`config.mk`:
```
export PLATFORM = sky130hd
export DESIGN_NAME = mem_wb_skid
export DESIGN_NICKNAME = d
export VERILOG_FILES = /design/src/rtl/mem_wb_skid.sv
export SDC_FILE = /design/constraint.sdc
export NUM_CORES = 1
export LEC_CHECK = 0
export CAP_MARGIN = 20
export CELL_PAD_IN_SITES_DETAIL_PLACEMENT = 0
export CELL_PAD_IN_SITES_GLOBAL_PLACEMENT = 1
export CORE_AREA = 2 2 164 166
export CTS_BUF_LIST = sky130_fd_sc_hd__clkbuf_8
export DETAILED_ROUTE_END_ITERATION = 7
export DIE_AREA = 0 0 166 168
export GPL_ROUTABILITY_DRIVEN = 0
export PLACE_DENSITY = 0.8
export SETUP_SLACK_MARGIN = 0.02
export SLEW_MARGIN = 20
export SYNTH_ARGS = -nofsm -noshare
export SYNTH_HDL_FRONTEND = slang
export SYNTH_SLANG_ARGS = --single-unit
export TNS_END_PERCENT = 1
```
`constraint.sdc`:
```
create_clock -name clk -period 1.8 [get_ports clk]
set_input_delay 0.45 -clock clk [delete_from_list [all_inputs] [get_ports clk]]
set_output_delay 0.45 -clock clk [all_outputs]
set_load 0.02 [all_outputs]
```
`src/rtl/mem_wb_skid.sv`:
```
// rtl/mem_wb_skid.sv - MEM/WB pipeline register with one-entry skid buffer
// Main entry drives WB outputs directly; skid catches the input accepted while main is stalled.
module mem_wb_skid #(
  parameter int XLEN  = 32,
  parameter int RA_W  = 5,
  parameter int RS_W  = 2,
  parameter int CNT_W = 16
) (
  input  logic             clk,
  input  logic             reset,
  input  logic             flush,
  input  logic             valid_m,
  output logic             ready_m,
  input  logic             RegWriteM,
  input  logic [RS_W-1:0]  ResultSrcM,
  input  logic [XLEN-1:0]  ALUResultM,
  input  logic [XLEN-1:0]  ReadDataM,
  input  logic [RA_W-1:0]  RdM,
  input  logic [XLEN-1:0]  PCPlus4M,
  output logic             valid_w,
  input  logic             ready_w,
  output logic             RegWriteW,
  output logic [RS_W-1:0]  ResultSrcW,
  output logic [XLEN-1:0]  ALUResultW,
  output logic [XLEN-1:0]  ReadDataW,
  output logic [RA_W-1:0]  RdW,
  output logic [XLEN-1:0]  PCPlus4W,
  output logic [CNT_W-1:0] bubble_cnt
);

  localparam int EW = 1 + RS_W + 3 * XLEN + RA_W;

  logic [EW-1:0]    in_ent;
  logic [EW-1:0]    main_q, main_d;
  logic [EW-1:0]    skid_q, skid_d;
  logic             main_vld_q, main_vld_d;
  logic             skid_vld_q, skid_vld_d;
  logic             ready_q, ready_d;
  logic [CNT_W-1:0] bubble_q, bubble_d;
  logic             accept;
  logic             consume;
  logic             main_rw;

  // x0 is hard-wired zero, so its write enable is dropped at capture.
  assign in_ent  = {RegWriteM & (RdM != '0), ResultSrcM, ALUResultM, ReadDataM, RdM, PCPlus4M};
  assign accept  = valid_m & ready_q & ~flush;
  assign consume = main_vld_q & ready_w;

  always_comb begin
    main_d     = main_q;
    skid_d     = skid_q;
    main_vld_d = main_vld_q;
    skid_vld_d = skid_vld_q;
    if (flush) begin
      main_vld_d = 1'b0;
      skid_vld_d = 1'b0;
    end else if (!main_vld_q || consume) begin
      if (skid_vld_q) begin
        main_d     = skid_q;
        main_vld_d = 1'b1;
        skid_vld_d = 1'b0;
      end else if (accept) begin
        main_d     = in_ent;
        main_vld_d = 1'b1;
      end else begin
        main_vld_d = 1'b0;
      end
    end else if (accept) begin
      skid_d     = in_ent;
      skid_vld_d = 1'b1;
    end
    ready_d  = ~skid_vld_d;
    bubble_d = bubble_q;
    if (!main_vld_q && (bubble_q != '1)) begin
      bubble_d = bubble_q + CNT_W'(1);
    end
  end

  always_ff @(posedge clk) begin
    if (!reset) begin
      main_q     <= '0;
      skid_q     <= '0;
      main_vld_q <= 1'b0;
      skid_vld_q <= 1'b0;
      ready_q    <= 1'b1;
      bubble_q   <= '0;
    end else begin
      main_q     <= main_d;
      skid_q     <= skid_d;
      main_vld_q <= main_vld_d;
      skid_vld_q <= skid_vld_d;
      ready_q    <= ready_d;
      bubble_q   <= bubble_d;
    end
  end

  assign {main_rw, ResultSrcW, ALUResultW, ReadDataW, RdW, PCPlus4W} = main_q;
  assign RegWriteW  = main_rw & main_vld_q;
  assign valid_w    = main_vld_q;
  assign ready_m    = ready_q;
  assign bubble_cnt = bubble_q;

endmodule

```
Word level (Yosys, flattened, before mapping)

Cells that the tools add are included.

Bits in registers: 227
Bits of input ports: 109
Output and inout port bits: 122
Word-level logic and storage cells: 32

Add/sub/neg operators: 1
Equal/unequal tests: 1
Multiplexer cells: 7
Bitwise logic cells: 9
Reduce and logical (&&, ||, !) cells: 8

Operator list:

| cell                  | count |
|---|---|
| $mux 104              | 2 |
| $add 16x1->16 const B | 1 |
| $ne 16x16->1 const B  | 1 |
| $reduce_and 3->1      | 2 |
| $and 1x1->1           | 5 |
| $mux 1                | 5 |
| $reduce_bool 5->1     | 1 |
| $not 1->1             | 4 |
| $reduce_bool 2->1     | 1 |
| $reduce_or 2->1       | 1 |
| $logic_and 1x1->1     | 1 |
| $logic_not 1->1       | 1 |
| $logic_or 1x1->1      | 1 |

Depth between registers and ports, before layout

Gate-level depths: netlist (run 1).

Word-level depth: 6
Gate-level depth with buffers: 8
Mapped depth without buffers: 5

Least setup slack after synthesis (run 1)

No wires, ideal clock.

Path kind: reg2reg
Start: register main_vld_q, in the netlist valid_w
End: register skid_q[103]
Setup time: 0.115 ns
Data arrival time: 1.555 ns
Required time: 1.685 ns
Setup slack: 0.130 ns
Cell stages (with the launch flop): 8
Buffers on the path: 3
Period minus slack after synthesis: 1.670 ns
Cells stage by stage: dfxtp_1 > buf_6 > nand2b_2 > or3_1 > clkbuf_1 > buf_2 > and2_1 > o21a_1

Cells in the longest elaborated chain, start to end: 4
Elaborated cells between the ends (all ways): 5
Those cells by class: bitwise: 2; reduce/logical: 3

Ends and longest elaborated chain:

| element                                        | line   | RTL |
|---|---|---|
| from (decl)                                    | 36     | `logic main_vld_q, main_vld_d;` |
| from (signal assigned)                         | 90     | `main_vld_q <= main_vld_d;` |
| $and 1x1->1 or $logic_not 1->1 (tied branches) | 47, 57 |  |
| $logic_or 1x1->1 *                             | 57     | `end else if (!main_vld_q \|\| consume) begin` |
| $not 1->1 (no line) *                          | -      |  |
| $reduce_and 3->1 (no line) *                   | -      |  |
| to (signal assigned)                           | 89     | `skid_q <= skid_d;` |
| to (decl)                                      | 35     | `logic [EW-1:0] skid_q, skid_d;` |

Mark *: on every way between the ends. The rest lies on a longest branch, timed or not.
A chain may end at the register's enable or synchronous reset.

Worst setup path after layout (run 1)

Start: register main_vld_q, in the netlist valid_w
End: register bubble_q[13], in the netlist bubble_cnt[13]

Cells in the longest elaborated chain, start to end: 2

Ends and longest elaborated chain:

| element              | line | RTL |
|---|---|---|
| $logic_not 1->1      | 74   | `if (!main_vld_q && (bubble_q != '1)) begin` |
| $logic_and 1x1->1    | 74   |  |
| to (signal assigned) | 93   | `bubble_q <= bubble_d;` |
| to (decl)            | 39   | `logic [CNT_W-1:0] bubble_q, bubble_d;` |

No other way between the ends.

==> flow_summary.yaml, run 1 <==
outcome:
  status: "finished, final reports clean"
die:
  die_area_um2: 27890
  core-area_um2: 26350
  die_x_um: 166
  start_util_pct: 37.14
  ios: 231
  die_h_um: 168
  rows: 60
cells_and_area:
  fin_nets: 1386
  n_fill_cell: 2540
  fin_util_pct: 48.66
  fin_area_um2: 12820
  multi_input_area_um2: 4115
  stdcell_count: 1645
  drive_above_1_share_pct: 11.50
  insertedDiodeCount: 0
  regArea_um2: 4558
  syn2layout_area_growth_pct: 31.02
timing:
  setup_violations: 0
  post-route-period-util_pct: 95.47
  fmax_ghz: 0.5819
  fin_skew_ps: 22.06
  holdWs_ps: 450.2
  final.min_clock_period_ps: 1719
  maxSlewHeadroom_pct: 76.78
  tightest_slew_ps: 348.4
  report.final.slew_viol_count: 0
  rsz0062_at_grt: "yes"
  hold_viol: 0
critical_path:
  cp.arrival_ps: 2170
  rrSetupSlack_ps: 80
  end_kind: "flip-flop"
  critPathMaxFanout: 8
  r2r_cells: 5
  worst-setup-path-type: "flip-flop to flip-flop"
  reg2reg_from: "valid_w"
  critPathLaunchType: "flip-flop"
  crit_required_ps: 2250
  r2r-end: "bubble_cnt[13]"
global_routing:
  grt_pass1_vias: 7470
  grt_usage_pct: 17.30
  grtUsageMet2_pct: 28.04
  use_met3_pct: 4.466
  grt_pass1_wl_mm: 39.61
  grt_max_degree: 46
  gr-usage-met1_pct: 22.61
  gr-total-overflow: 0
  antenna_found_initial: 0
  busiest_layer: "met2"
worst_hold_path:
  holdPathEnd: "skid_q[25]"
  holdCritStartpoint: "skid_q[25]"
  hold_path.class: "flip-flop to flip-flop"
  whs_path_depth: 2
synthesis:
  syn_avg_cell_area_um2: 8.661
  synth-seq-area-share_pct: 46.43
  synth_top_area_share_pct: 46.43
  synthAdderAreaFrac_pct: 0.1278
  yosys.area.top_type: "dfxtp_1"
  synth-seq-cells: 227
  synthSimpleGateAreaFrac_pct: 15.58
  synthesis.nets: 1240
  ys_top_cells_by_area: "dfxtp_1 (46%), mux2i_1 (11%), nand2_1 (8.2%)"
  synth_cell_types: 40
  synth_xor_area_share_pct: 0.08949
  synth_top_family_by_area: "simple AND/OR/NAND/NOR gates"
  netlist_area_um2: 9787
  netlist_instances: 1130
  synth-compound-area-share_pct: 15.16
  muxShareOfSynthArea_pct: 10.64
  ys_warn_count: 0
clock_tree:
  clk_path_buf_depth: 3
  clkTransAtPathRegs_ps: 60
  cts_hold_buf: 0
  htreeDepth: 2
  cts_made_buffers: 41
  cts_tree: "done"
  clk_root_buffer_cell: "clkbuf_8"
  clock_sinks: 227
  clock_latency_ps: 530
  cts_setup_buffers: 0
  cts_resized: 144
detailed_routing:
  ant_nets: 0
  drt_pass1_iterations: 4
  drc: 0
  vias: 7943
  wl_per_cell_um: 15.06
  totalWireLength_mm: 24.77
  via_per_inst: 4.829
  drtIter0Drc: 424
placed_design:
  place_area_um2: 12120
  io_buffers: 230
  dpl.hpwl_mm: 16.57
  dp_cells: 1574
power_and_ir_drop:
  power.density_nw_per_um2: 891.7
  p_leak_nw: 4.827
  power_w: 0.01143
  ir_drop_v: 0.0004518
run:
  maxCapViolations: 0
[kinds of logic after synthesis]
kind of cell	count (synthesis)
XOR/XNOR	1
AND/OR/NAND/NOR	367
multiplexers	104
adder cells (fa/ha/maj)	1
buffers and inverters	192
AO/OA/AOI/OAI	238
flip-flops	227
[synth_stat cells]
master	n
or4_1	4
clkbuf_1	44
buf_6	1
a211oi_1	103
dfxtp_1	227
o31ai_1	3
mux2i_1	104
nand4_1	5
inv_2	1
a41o_1	1
inv_1	2
buf_4	105
xor2_1	1
o31a_1	1
or3_1	4
a21oi_1	115
a31oi_1	3
nor4b_1	1
nor2_1	110
nor3b_1	1
o211ai_1	1
buf_2	39
o311a_1	1
nand2_2	1
and4_1	3
and2_1	3
nand4_4	1
o21a_1	3
nand2b_2	1
nor4_2	1
and4_4	1
ha_1	1
nand3_1	4
and4b_1	2
nand2_1	215
nor4_1	1
o21ai_0	7
nor3_1	7
nor3_2	1
nand2b_1	1
[how the worst max path moves through the flow]
| stage | start | end | slack [ps] | cells after the start |
|---|---|---|---|---|
| floorplan | valid_w | skid_q[103] | 130 | 7 |
| global placement | ready_w | skid_q[26] | -360 | 8 |
| detailed placement | ready_w | skid_q[102] | -370 | 8 |
| CTS | valid_w | bubble_cnt[13] | 20 | 5 |
| global route | valid_w | bubble_cnt[13] | -9 | 5 |
| finish | valid_w | bubble_cnt[13] | 80 | 5 |
[cell usage in the layout, fill, tap and decap left out, drive strengths merged, types with 4 or more instances in the layout]
cell / n
o21ai: 7
nor2: 110
or4: 4
buf: 64
dlygate4sd2: 106
clkdlybuf4s15: 8
and4: 4
a211oi: 103
dfxtp: 227
inv: 19
nor3: 8
a21oi: 115
or3: 4
clkbuf: 57
clkdlybuf4s50: 108
nand2: 216
mux2i: 104
nand4: 6
nand3: 4
[area by class of cell]
cell class	count	area share, %
clock buffer	51	5.474
inverter	3	0.1269
timing repair buffer	292	22.57
sequential	227	35.55
multi-input combinational	711	32.09
clock inverter	20	0.8587
tap	341	3.327
[layer usage]
layer / part of all wire (%) / vias up
met3: 5.9 / 41
met4: 2.2 / 0
met2: 46 / 206
li1: - / 4065
met1: 46 / 3631
met5: 0 / -
[sequential cells by signal (all words and copies together) (netlist names)]
signal      flops
ready_m         1
main_q        104
valid_w         1
skid_vld_q      1
bubble_cnt     16
skid_q        104
[power by group]
group / switching (W) / internal, W
clock network: 0.00208 / 0.00268
logic: 0.000724 / 0.000638
registers: 0.000100 / 0.00522
[per-stage QoR]
step,setup slack [ps],setup TNS (ps)
after CTS,20.70,0
after floorplan,130.0,0
after global placement,-360.9,-63030
after global routing,-8.892,-9.028
final,81.48,0
after detailed placement,-366.4,-60140
[critical path, cell delays in order, from the launching register on]
cell     delay (ps)
dfxtp_4         360
buf_4           160
and4b_2         350
nand2_2         110
or4_1           480
a21oi_1         150
Power figures use the tool's default switching activity.
==> run 2: changes to the inputs <==
--- a/config.mk
+++ b/config.mk
@@ -16,2 +16,3 @@
 export PLACE_DENSITY = 0.8
+export RECOVER_POWER = 25
 export SETUP_SLACK_MARGIN = 0.02
==> constraint.sdc (replaced) <==
create_clock -name clk -period 1.8 [get_ports clk]
set_input_delay 0.36 -clock clk [delete_from_list [all_inputs] [get_ports clk]]
set_output_delay 0.36 -clock clk [all_outputs]
set_load 0.02 [all_outputs]
==> run 2 against run 1 <==
Effect of this change: global-route usage down 0.29 points; cell area down 1.5%; via count down 0.21%; die area unchanged; core utilization down 0.75 points; critical path depth down 4; first-iteration DRC count up 13%; clock power down 9.7%; combinational power about the same; register-to-register slack better by 80 ps; critical path type is now flip-flop to output pin; critical endpoint is now bubble_cnt[3].
==> flow_summary.yaml, run 2 (synthesis results as in run 1) <==
outcome:
  status: "finished, final reports clean"
detailed_routing:
  ant_nets: 0
  via_per_inst: 4.842
  drt_pass1_iterations: 4
  totalWireLength_mm: 24.49
  wl_per_cell_um: 14.96
  drc: 0
  vias: 7926
  drtIter0Drc: 479
die:
  die_h_um: 168
  core-area_um2: 26350
  die_area_um2: 27890
  die_x_um: 166
  rows: 60
  ios: 231
  start_util_pct: 37.14
cells_and_area:
  drive_above_1_share_pct: 9.653
  regArea_um2: 4554
  multi_input_area_um2: 4109
  fin_area_um2: 12620
  syn2layout_area_growth_pct: 29.00
  fin_nets: 1384
  final_common_cell: "dfxtp_1"
  layout_common_cells: "dfxtp_1 (221), nand2_1 (215), dlygate4sd2_1 (118)"
  n_fill_cell: 2565
clock_tree:
  clk_root_buffer_cell: "clkbuf_8"
  cts_tree: "done"
  clk_path_buf_depth: 3
  clock_sinks: 227
  cts_made_buffers: 41
  cts_hold_buf: 0
  clock_latency_ps: 520
  htreeDepth: 2
  clkTransAtPathRegs_ps: 60
critical_path:
  critPathLaunchType: "flip-flop"
  crit_buf_inv: 1
  critPathMaxFanout: 7
  crit_family: "flip-flops"
  r2r_cells: 5
  worst-setup-path-type: "flip-flop to output pin"
  rrSetupSlack_ps: 160
  r2r-end: "bubble_cnt[13]"
  cp.arrival_ps: 1350
  end_kind: "output pin"
  crit_path_top_delay_cell: "dfxtp_1"
  crit_path_max_incr_delay_ps: 450
  worstPathCellList: "clkdlybuf4s15_1"
  crit_required_ps: 1440
  reg2reg_from: "valid_w"
timing:
  rsz0062_at_grt: "yes"
  fin_skew_ps: 20.79
  fmax_ghz: 0.5845
  maxSlewHeadroom_pct: 73.06
  report.final.slew_viol_count: 0
  hold_viol: 0
  tightest_slew_ps: 404.1
  tns_ps: 0
  post-route-period-util_pct: 95.05
  setup_violations: 0
  worst_slack_ps: 89.18
  final.min_clock_period_ps: 1711
power_and_ir_drop:
  p_leak_nw: 4.769
  power_w: 0.01097
  power.density_nw_per_um2: 868.7
  ir_drop_v: 0.0004941
global_routing:
  grt_max_degree: 54
  grt_pass1_wl_mm: 39.19
  grt_pass1_vias: 7481
  grt_usage_pct: 17.00
  gr-total-overflow: 0
  antenna_found_initial: 1
placed_design:
  dpl.hpwl_mm: 16.21
  place_area_um2: 12040
  io_buffers: 230
  pre_cts_ws_ps: -251.1
worst_hold_path:
  holdPathEnd: "skid_q[72]"
  holdCritStartpoint: "ALUResultM[3]"
  whs_path_depth: 3
  hold_path.class: "input pin to flip-flop"
run:
  maxCapViolations: 0
[run 2: cell types whose count changed in the layout (fill, tap and decap cells not counted), moves of 3 or more]
cell / previous run / this run
dlygate4sd2_1: 106 / 118
clkbuf_2: 6 / 0
clkbuf_8: 51 / 46
buf_12: 21 / 16
clkbuf_1: 0 / 4
buf_4: 37 / 34
[run 2: tightest hold or removal path, stage by stage]
cell and delay [ps]:
clkdlybuf4s50_1 410, nand2_1 60, a21oi_1 50
[run 2: per-stage QoR]
stage          hold slack, ps  instances  utilization [%]
5_1_grt                 392.8       1637            47.91
2_1_floorplan           436.0       1130                -
3_5_place_dp            446.1       1572            45.70
3_3_place_gp            440.6       1572            45.70
6_report                407.6       1637            47.91
4_1_cts                 373.2       1636            47.83
[run 2: worst max path at each step]
| stage | start | end | slack (ps) | depth (start not counted) |
|---|---|---|---|---|
| 2_1_floorplan | valid_w | skid_q[103] | 130 | 7 |
| 3_3_place_gp | ready_w | main_q[8] | -250 | 6 |
| 3_5_place_dp | ready_w | main_q[75] | -250 | 7 |
| 4_1_cts | valid_w | RegWriteW | 20 | 2 |
| 5_1_grt | bubble_cnt[0] | bubble_cnt[5] | 20 | 6 |
| 6_report | bubble_cnt[3] | bubble_cnt[3] | 90 | 1 |
[run 2: metal layers]
| layer | GRT usage [%] | wire length, um | vias to the layer above |
|---|---|---|---|
| li1 | - | - | 4074 |
| met1 | 21.45 | 10960 | 3595 |
| met2 | 27.78 | 11350 | 215 |
| met3 | 4.866 | 1585 | 42 |
| met4 | 6.200 | 602 | 0 |
| met5 | 0 | 0 | - |
[run 2: where the power goes]
part	leakage [nW]	switching [W]	internal [W]	total, W
Sequential	1.85	0.0000992	0.00522	0.00532
Clock	0.416	0.00201	0.00230	0.00430
Combinational	2.50	0.000717	0.000630	0.00135
Total	4.77	0.00282	0.00814	0.0110
[run 2: cell type report]
cell class | instances | share of cell area, %
timing repair buffer | 290 | 22.24
clock inverter | 18 | 0.5946
antenna | 1 | 0.01982
multi-input combinational | 711 | 32.55
tap | 341 | 3.380
sequential | 227 | 36.08
inverter | 3 | 0.1288
clock buffer | 46 | 5.015
[run 2: timing repair]
action	4_1_cts	5_1_grt
endpoints found under the setup margin	122	56
resized for setup	126	15
buffers inserted	0	0
hold endpoints to repair	0	0
